[config.mk]
export PLATFORM = sky130hd
export DESIGN_NAME = count_bus_ctrl
export DESIGN_NICKNAME = d
export VERILOG_FILES = /design/src/rtl/count_bus_ctrl.sv
export SDC_FILE = /design/constraint.sdc
export NUM_CORES = 1
export LEC_CHECK = 0
export ABC_AREA = 1
export CAP_MARGIN = 20
export CORE_MARGIN = 5
export CORE_UTILIZATION = 40
export CTS_CLUSTER_DIAMETER = 120
export DETAILED_ROUTE_END_ITERATION = 12
export PLACE_DENSITY = 0.67
export SYNTH_ARGS = -nofsm -noshare
export SYNTH_HDL_FRONTEND = slang
export SYNTH_SLANG_ARGS = --single-unit
[constraint.sdc]
create_clock -name clk -period 2.2 [get_ports clk]
set_clock_uncertainty 0.05 [all_clocks]
set_input_delay 0.33 -clock clk [delete_from_list [all_inputs] [get_ports clk]]
set_output_delay 0.33 -clock clk [all_outputs]
set_load 0.01 [all_outputs]
[src/rtl/count_bus_ctrl.sv]
// count_bus_ctrl
//   Reader/controller for the tri-state counter bus. Enables the counter's
//   output, gates its count-enable, captures every counted value into a small
//   first-word-fall-through FIFO and counts captures taken at the wrap point.
//   While the FIFO is full the counter is stalled, so no count is lost.
//
//   Optional feature: define COUNT_SEQ_CHECK_EN to build the capture sequence
//   checker that drives seq_err. Without it seq_err is tied 0.
//
// Ports
//   clk, reset    clock, synchronous active-high reset
//   start, stop   1-cycle pulses; stop wins over start
//   bus_q, rel    counter bus (valid while n_op_en=0) and wrap flag
//   n_cen         counter count-enable, active low (combinational)
//   n_op_en       counter output-enable, active low (registered)
//   rd_en         pop FIFO head
//   rd_data       FIFO head; holds the last popped value while empty
//   fifo_empty    FIFO has no entries
//   fifo_full     FIFO has DEPTH entries
//   wrap_cnt      captures taken with rel=1, saturating at 255
//   seq_err       sticky sequence error
module count_bus_ctrl #(
  parameter int WIDTH = 16,
  parameter int DEPTH = 4
) (
  input  logic             clk,
  input  logic             reset,
  input  logic             start,
  input  logic             stop,
  input  logic [WIDTH-1:0] bus_q,
  input  logic             rel,
  output logic             n_cen,
  output logic             n_op_en,
  input  logic             rd_en,
  output logic [WIDTH-1:0] rd_data,
  output logic             fifo_empty,
  output logic             fifo_full,
  output logic [7:0]       wrap_cnt,
  output logic             seq_err
);

  localparam int AW = $clog2(DEPTH);
  localparam logic [AW:0]   OCC_ONE = 1;
  localparam logic [AW:0]   OCC_MAX = DEPTH;
  localparam logic [AW-1:0] PTR_ONE = 1;

  typedef enum logic [1:0] {IDLE, SETTLE, RUN, HOLD} state_t;

  state_t           state;
  logic [WIDTH-1:0] mem [DEPTH];
  logic [AW-1:0]    wr_ptr, rd_ptr;
  logic [AW:0]      occ, occ_nxt;
  logic [WIDTH-1:0] hold_q;
  logic             push, pop, full_nxt;

  assign fifo_empty = (occ == '0);
  assign fifo_full  = (occ == OCC_MAX);

  // stop gates the enable in the same cycle so the counter never advances
  // past the last captured value.
  assign n_cen = !(state == RUN && !fifo_full && !stop);

  // Every counted edge is a capture: bus_q still shows the pre-increment value.
  assign push = !n_cen;
  assign pop  = rd_en && !fifo_empty;

  always_comb begin
    occ_nxt = occ;
    if (push && !pop)      occ_nxt = occ + OCC_ONE;
    else if (!push && pop) occ_nxt = occ - OCC_ONE;
  end

  // FSM looks at next occupancy so a pop while full re-enables counting on
  // the very next cycle.
  assign full_nxt = (occ_nxt == OCC_MAX);

  assign rd_data = fifo_empty ? hold_q : mem[rd_ptr];

  always_ff @(posedge clk) begin
    if (reset) begin
      state   <= IDLE;
      n_op_en <= 1'b1;
    end else if (stop) begin
      state   <= IDLE;
      n_op_en <= 1'b1;
    end else begin
      case (state)
        IDLE:   if (start) begin
                  state   <= SETTLE;
                  n_op_en <= 1'b0;
                end
        SETTLE: state <= full_nxt ? HOLD : RUN;
        RUN:    if (full_nxt) state <= HOLD;
        HOLD:   if (!full_nxt) state <= RUN;
        default: begin
          state   <= IDLE;
          n_op_en <= 1'b1;
        end
      endcase
    end
  end

  always_ff @(posedge clk) begin
    if (reset) begin
      wr_ptr   <= '0;
      rd_ptr   <= '0;
      occ      <= '0;
      hold_q   <= '0;
      wrap_cnt <= '0;
    end else begin
      occ <= occ_nxt;
      if (push) begin
        wr_ptr <= wr_ptr + PTR_ONE;
        if (rel && wrap_cnt != 8'hff) wrap_cnt <= wrap_cnt + 8'd1;
      end
      if (pop) begin
        rd_ptr <= rd_ptr + PTR_ONE;
        hold_q <= mem[rd_ptr];
      end
    end
  end

  // Storage needs no reset: occupancy masks stale entries.
  always_ff @(posedge clk) begin
    if (push) mem[wr_ptr] <= bus_q;
  end

`ifdef COUNT_SEQ_CHECK_EN
  logic             ref_vld, prev_rel;
  logic [WIDTH-1:0] prev_q, exp_q;

  // After a capture at the wrap point the counter must restart from 0.
  assign exp_q = prev_rel ? '0 : prev_q + WIDTH'(1);

  always_ff @(posedge clk) begin
    if (reset) begin
      ref_vld  <= 1'b0;
      prev_rel <= 1'b0;
      prev_q   <= '0;
      seq_err  <= 1'b0;
    end else if (state == IDLE && start && !stop) begin
      // A new run re-arms the reference; the first capture is not checked.
      ref_vld <= 1'b0;
    end else if (push) begin
      ref_vld  <= 1'b1;
      prev_q   <= bus_q;
      prev_rel <= rel;
      if (ref_vld && bus_q != exp_q) seq_err <= 1'b1;
`ifndef SYNTHESIS
      if ($isunknown(bus_q)) seq_err <= 1'b1;
`endif
    end
  end
`else
  assign seq_err = 1'b0;
`endif

endmodule
==> impl_metrics.tcl, run 1 <==
set metrics [dict create \
    status "complete, no violations" \
    vias 2875 \
    synth.area.mux_share_pct 0 \
    yosys_most_used_dff "edfxtp_1" \
    async_flop_share_pct 0 \
    peakVddDrop_v 0.0006326 \
    rsz0062_at_grt "false" \
    clkSinkCount 100 \
    wl_per_cell_um 14.22 \
    cp_top_family "buffers and inverters" \
    swShare_pct 35.76 \
    seqPwrFrac_pct 41.9 \
    fin_crit_sh_pct 93.43 \
    synth-simple-area-share_pct 14.15 \
    wl_um 8404 \
    drv_slew 0 \
    die_h_um 112.5 \
    start_util_pct 40.86 \
    final_hold_viol_count 0 \
    crit_required_ps 1820 \
    p_per_area_nw_per_um2 1044 \
    synth_top_family_by_area "simple AND/OR/NAND/NOR gates" \
    clock_path_buffers 2 \
    path_clk_slew_ps 100 \
    syn_inst 390 \
    areaGrowthSynthToFinish_pct 21.99 \
    synth_compound_area_share_pct 13.71 \
    crit_path_end_kind "primary output" \
    avgSynthCellArea_um2 10.77 \
    p_clk_share_pct 20.9 \
    track_usage_pct 13.80 \
    syn_area_um2 4199 \
    leakage_nw 1.941 \
    final_common_cell "nand2_1" \
    core.rowCount 37 \
    coreArea_um2 10280 \
    die_w_um 112.5 \
    dieArea_um2 12650 \
    via_per_inst 4.865 \
    grt_max_degree 33 \
    final_core_util_pct 49.84 \
    overflow 0 \
    synthDistinctLibCells 32 \
    num-nets-final 480 \
    max-cap-violations 0 \
    cp_num_buf_inv 3 \
    critPathArrivalTime_ps 1680 \
    synth_nets 420 \
    firstDrtPassIters 4 \
    comb_power_share_pct 37.2 \
    hp-class "reg -> reg" \
    grt_pass1_vias 2829 \
    power.switching_mw 1.913 \
    yosysSeqAreaShare_pct 62.93 \
    p_int_mw 3.436 \
    synth_adder_area_share_pct 2.384 \
    gp_congestion 0.7830 \
    drive_gt1_share_pct 17.36 \
    final_antenna_net_count 0 \
    dp.cells 573 \
    antenna_found_initial 0 \
    crit_chain "inv_2 > buf_6 > nand2_1 > a32o_1 > o21ai_2 > clkdlybuf4s15_2" \
    cts.htree.levels 3 \
    final_cell_mix "nand2_1 (85), edfxtp_1 (64), a21oi_1 (43), dfxtp_1 (34), clkdlybuf4s50_1 (30)" \
    cp_slowest_cell "dfxtp_2" \
    fmax_mhz 486.5 \
    critical_path_class "reg -> out" \
    drc_errors 0 \
    cts_buffers 9 \
    fin_cells 591 \
    antennaDiodeCount 0 \
    post-dp-hpwl_um 5837 \
    io_buffers 49 \
    drt_iter0_drc 207 \
    root_buffer "clkbuf_8" \
    yosys_warnings 0 \
    critPathMaxStageDelay_ps 350 \
    top_level_ports 51 \
    grt_pass1_wl_um 13870 \
    fin_crit_ps 2055 \
    synth_edf_count 64 \
    clk_latency_ps 370 \
    worstSetupStartpointType "flop" \
    setup_viol 0 \
    path_max_fanout 10 \
    ys_ff_latch 100 \
    setup_tns_ps 0 \
    cts_tree "done" \
    synth_xor_area_share_pct 1.639 \
]
worst paths after layout:
check | cells after the start | to | slack (ps) | from
setup / recovery | 6 | rd_data[1] | 140 | flop
hold / removal | 2 | n_op_en$_SDFFE_PP1P_ | 410 | n_op_en$_SDFFE_PP1P_
setup reg to reg | 8 | mem[3][3]$_DFFE_PP_ | 280 | occ[0]$_SDFF_PP0_
hold reg to reg | 2 | n_op_en$_SDFFE_PP1P_ | 410 | n_op_en$_SDFFE_PP1P_
cells by family after synthesis:
| family | Yosys count |
|---|---|
| xor+xnor | 7 |
| compound gates | 98 |
| simple gates | 129 |
| flops | 100 |
| other cells | 1 |
| fa+ha+maj | 8 |
| buf+inv | 47 |
state kept, by name, summed over array words and instances, names as in the netlist, named ones only:
name	cells
mem	64
n_op_en	1
wr_ptr	2
wrap_cnt	8
occ	3
state	2
hold_q	16
rd_ptr	2
power groups by stage:
stage	logic, mW	clock network (mW)	registers [mW]
after floorplan	1.23	0	2.26
after global placement	2.14	0	2.27
after detailed placement	2.17	0	2.28
after CTS	2.02	1.15	2.24
after global routing	2.23	1.23	2.26
final	1.99	1.12	2.24
area by class of cell:
type	instances	area (µm²)
clock buffer	9	123.9
clock inverter	7	70.07
fill	926	5155
inverter	25	95.09
multi-input combinational	243	1354
sequential	100	2645
tap	136	170.2
timing repair buffer	71	664.4
cells in the mapped netlist, types with 8 or more instances:
cell	count	share of area, %
o21ai_0	20	2.4
ha_1	8	2.4
dfxtp_1	36	17
inv_1	21	1.9
o21ai_1	17	2.0
nand2_1	85	7.6
clkbuf_1	9	0.80
buf_2	8	0.95
a32o_1	16	3.8
nor2_1	20	1.8
edfxtp_1	64	46
a21oi_1	43	5.1
routing by layer:
metal	track usage (%)	share of wire [%]	routed length, µm
met3	3.720	5.3	443
met1	17.02	42	3543
met4	3.846	0.99	83
met5	0	0	0
met2	23.84	52	4333
metrics by stage:
| step | hold WS [ps] | cell area (µm²) | total power, mW | setup slack [ps] |
|---|---|---|---|---|
| after floorplan | 378.9 | 4199 | 3.485 | 16.33 |
| after global placement | 382.6 | 4969 | 4.410 | 126.2 |
| after detailed placement | 390.5 | 4969 | 4.449 | 92.19 |
| after CTS | 409.0 | 5151 | 5.416 | -6.692 |
| after global routing | 441.6 | 5122 | 5.721 | 9.592 |
| final | 407.5 | 5122 | 5.348 | 144.5 |
worst register-to-register path, delay by kind of cell (launching register included):
| family | cells | cell delay [ps] |
|---|---|---|
| adder cells (fa/ha/maj) | 1 | 200 |
| AND/OR/NAND/NOR | 3 | 430 |
| buffers and inverters | 4 | 590 |
| flip-flops | 1 | 350 |
repair_timing:
item,in CTS,in global routing
buffers inserted,0,2
endpoints found under the hold margin,0,0
hold buffers,0,0
endpoints found under the setup margin,18,18
gates resized for setup,23,36
gates cloned,0,0
No activity file was read; power rests on OpenSTA's default activity.
==> run 2, diff against run 1 <==
--- a/config.mk
+++ b/config.mk
@@ -11,6 +11,7 @@
 export CORE_UTILIZATION = 40
 export CTS_CLUSTER_DIAMETER = 120
 export DETAILED_ROUTE_END_ITERATION = 12
+export HOLD_SLACK_MARGIN = 0.15
 export PLACE_DENSITY = 0.67
 export SYNTH_ARGS = -nofsm -noshare
 export SYNTH_HDL_FRONTEND = slang
==> results of run 2 <==
No change in the layout: final DEF, timing and power equal those of run 1.
==> run 3, diff against run 2 <==
--- a/config.mk
+++ b/config.mk
@@ -7,12 +7,15 @@
 export LEC_CHECK = 0
 export ABC_AREA = 1
 export CAP_MARGIN = 20
+export CELL_PAD_IN_SITES_DETAIL_PLACEMENT = 0
+export CELL_PAD_IN_SITES_GLOBAL_PLACEMENT = 1
 export CORE_MARGIN = 5
-export CORE_UTILIZATION = 40
+export CORE_UTILIZATION = 39
 export CTS_CLUSTER_DIAMETER = 120
 export DETAILED_ROUTE_END_ITERATION = 12
 export HOLD_SLACK_MARGIN = 0.15
-export PLACE_DENSITY = 0.67
+export PLACE_DENSITY = 0.79
+export SLEW_MARGIN = 20
 export SYNTH_ARGS = -nofsm -noshare
 export SYNTH_HDL_FRONTEND = slang
 export SYNTH_SLANG_ARGS = --single-unit
==> run 3 against run 2 <==
Register-to-register slack better by 30 ps. Highest routed layer unchanged. Combinational power about the same. Sequential share of layout area decreased by 0.41 points. Wire length increased by 1.5%.
==> impl_metrics.tcl, run 3 (synthesis results as in run 1) <==
set metrics [dict create \
    status "complete, no violations" \
    cp_top_family "buffers and inverters" \
    die_w_um 113.8 \
    num-nets-final 483 \
    cts_hold_buffers 0 \
    via_per_inst 4.965 \
    antenna_found_initial 0 \
    grt_pass1_vias 2804 \
    final_hold_viol_count 0 \
    top_register "mem" \
    wl_met1_um 3801 \
    max-cap-violations 0 \
    wl_um 8528 \
    track_usage_pct 13.35 \
    final_cell_mix "nand2_1 (85), edfxtp_1 (64), a21oi_1 (43), dfxtp_1 (34), clkdlybuf4s50_1 (30)" \
    core.rowCount 37 \
    start_util_pct 40.31 \
    peakVddDrop_v 0.0005304 \
    drive_gt1_share_pct 16.59 \
    areaGrowthSynthToFinish_pct 22.97 \
    nFillCells 959 \
    place_area_um2 4989 \
    clk_latency_ps 360 \
    crit_path_end_kind "primary output" \
    cts_tree "done" \
    fin_crit_ps 2148 \
    root_buffer "clkbuf_8" \
    wl_per_cell_um 14.36 \
    hp-class "reg -> reg" \
    path_clk_slew_ps 100 \
    io_buffers 49 \
    vias 2949 \
    dieArea_um2 12940 \
    stdcell_area_um2 5164 \
    final_common_cell "nand2_1" \
    setup_viol 0 \
    dp.cells 574 \
    fmax_mhz 465.6 \
    setup_tns_ps 0 \
    cp_slowest_cell "dfxtp_2" \
    clkSinkCount 100 \
    overflow 0 \
    cts.htree.levels 3 \
    worstSetupStartpointType "flop" \
    wl_met2_um 4180 \
    cts_buffers 9 \
    largest_reg_flops 64 \
    antennaDiodeCount 0 \
    top_regs "mem: 64 flops, hold_q: 16 flops, wrap_cnt: 8 flops" \
    fin_crit_sh_pct 97.62 \
    top_layer "met4" \
    grt_pass1_wl_um 13490 \
    path_max_fanout 10 \
    gp_congestion 0.8136 \
    crit_required_ps 1820 \
    p_per_area_nw_per_um2 1044 \
    rsz0062_at_grt "true" \
    firstDrtPassIters 4 \
    grt_max_degree 31 \
    cp_num_buf_inv 3 \
    clock_path_buffers 2 \
    wl_met3_um 300 \
    drc_errors 0 \
    fin_cells 594 \
    final_antenna_net_count 0 \
    drt_iter0_drc 173 \
    top_level_ports 51 \
    critical_path_class "reg -> out" \
    crit_chain "inv_4 > buf_4 > nand2_1 > a32o_1 > o21ai_1 > dlygate4sd2_1" \
    drv_slew 0 \
    critPathArrivalTime_ps 1770 \
    post-dp-hpwl_um 5883 \
    coreArea_um2 10420 \
    die_h_um 113.8 \
    final_core_util_pct 49.57 \
    critPathMaxStageDelay_ps 360 \
    leakage_nw 1.961 \
]
==> run 3: stage by stage <==
step	worst slack (ps)	power [mW]	hold WS, ps
after CTS	4.194	5.491	411.5
after detailed placement	80.38	4.474	394.6
after global placement	88.29	4.432	379.0
after global routing	-61.94	5.752	443.0
after floorplan	16.33	3.485	378.9
final	52.46	5.392	410.5
==> run 3: repair_timing <==
action,4_1_cts,5_1_grt
setup endpoints to repair,18,17
buffers inserted,0,4
pin swaps,0,1
resized for setup,22,31
==> run 3: cell type report <==
class	count	area [µm²]	area share, %
Clock buffer	9	123.9	2.399
Inverter	25	97.59	1.890
Tap cell	136	170.2	3.295
Sequential cell	100	2645	51.22
Timing Repair Buffer	74	701.9	13.59
Clock inverter	7	75.07	1.454
Multi-Input combinational cell	243	1350	26.14
==> run 3: worst paths after layout <==
| kind | start | endpoint | slack, ps | cells after the start |
|---|---|---|---|---|
| setup / recovery | flop | rd_data[10] | 50 | 6 |
| hold / removal | n_op_en$_SDFFE_PP1P_ | n_op_en$_SDFFE_PP1P_ | 410 | 2 |
| setup reg to reg | occ[0]$_SDFF_PP0_ | wrap_cnt[2]$_SDFFE_PP0P_ | 310 | 10 |
| hold reg to reg | n_op_en$_SDFFE_PP1P_ | n_op_en$_SDFFE_PP1P_ | 410 | 2 |
==> run 3: routing by layer <==
| layer | up-vias | global-route usage (%) |
|---|---|---|
| met1 | 1395 | 16.29 |
| met4 | 0 | 6.410 |
| met2 | 55 | 22.03 |
| li1 | 1484 | - |
| met5 | - | 0 |
| met3 | 15 | 3.448 |
==> run 3: worst reg2reg max path, cell delays in order (launching register included) <==
cell and delay (ps):
dfxtp_1 350, inv_1 60, ha_1 200, buf_4 140, nand2_2 110, nand3_4 120, buf_4 160, nor3_4 350
nand3_1 130, nand2_1 90, nor2_1 40
==> run 3: report_power, final <==
part	internal, mW	total, mW	leakage (nW)	switching (mW)
Combinational	0.829	1.97	0.991	1.14
Sequential	2.15	2.24	0.870	0.0881
Clock	0.535	1.18	0.101	0.644
Total	3.52	5.39	1.96	1.87
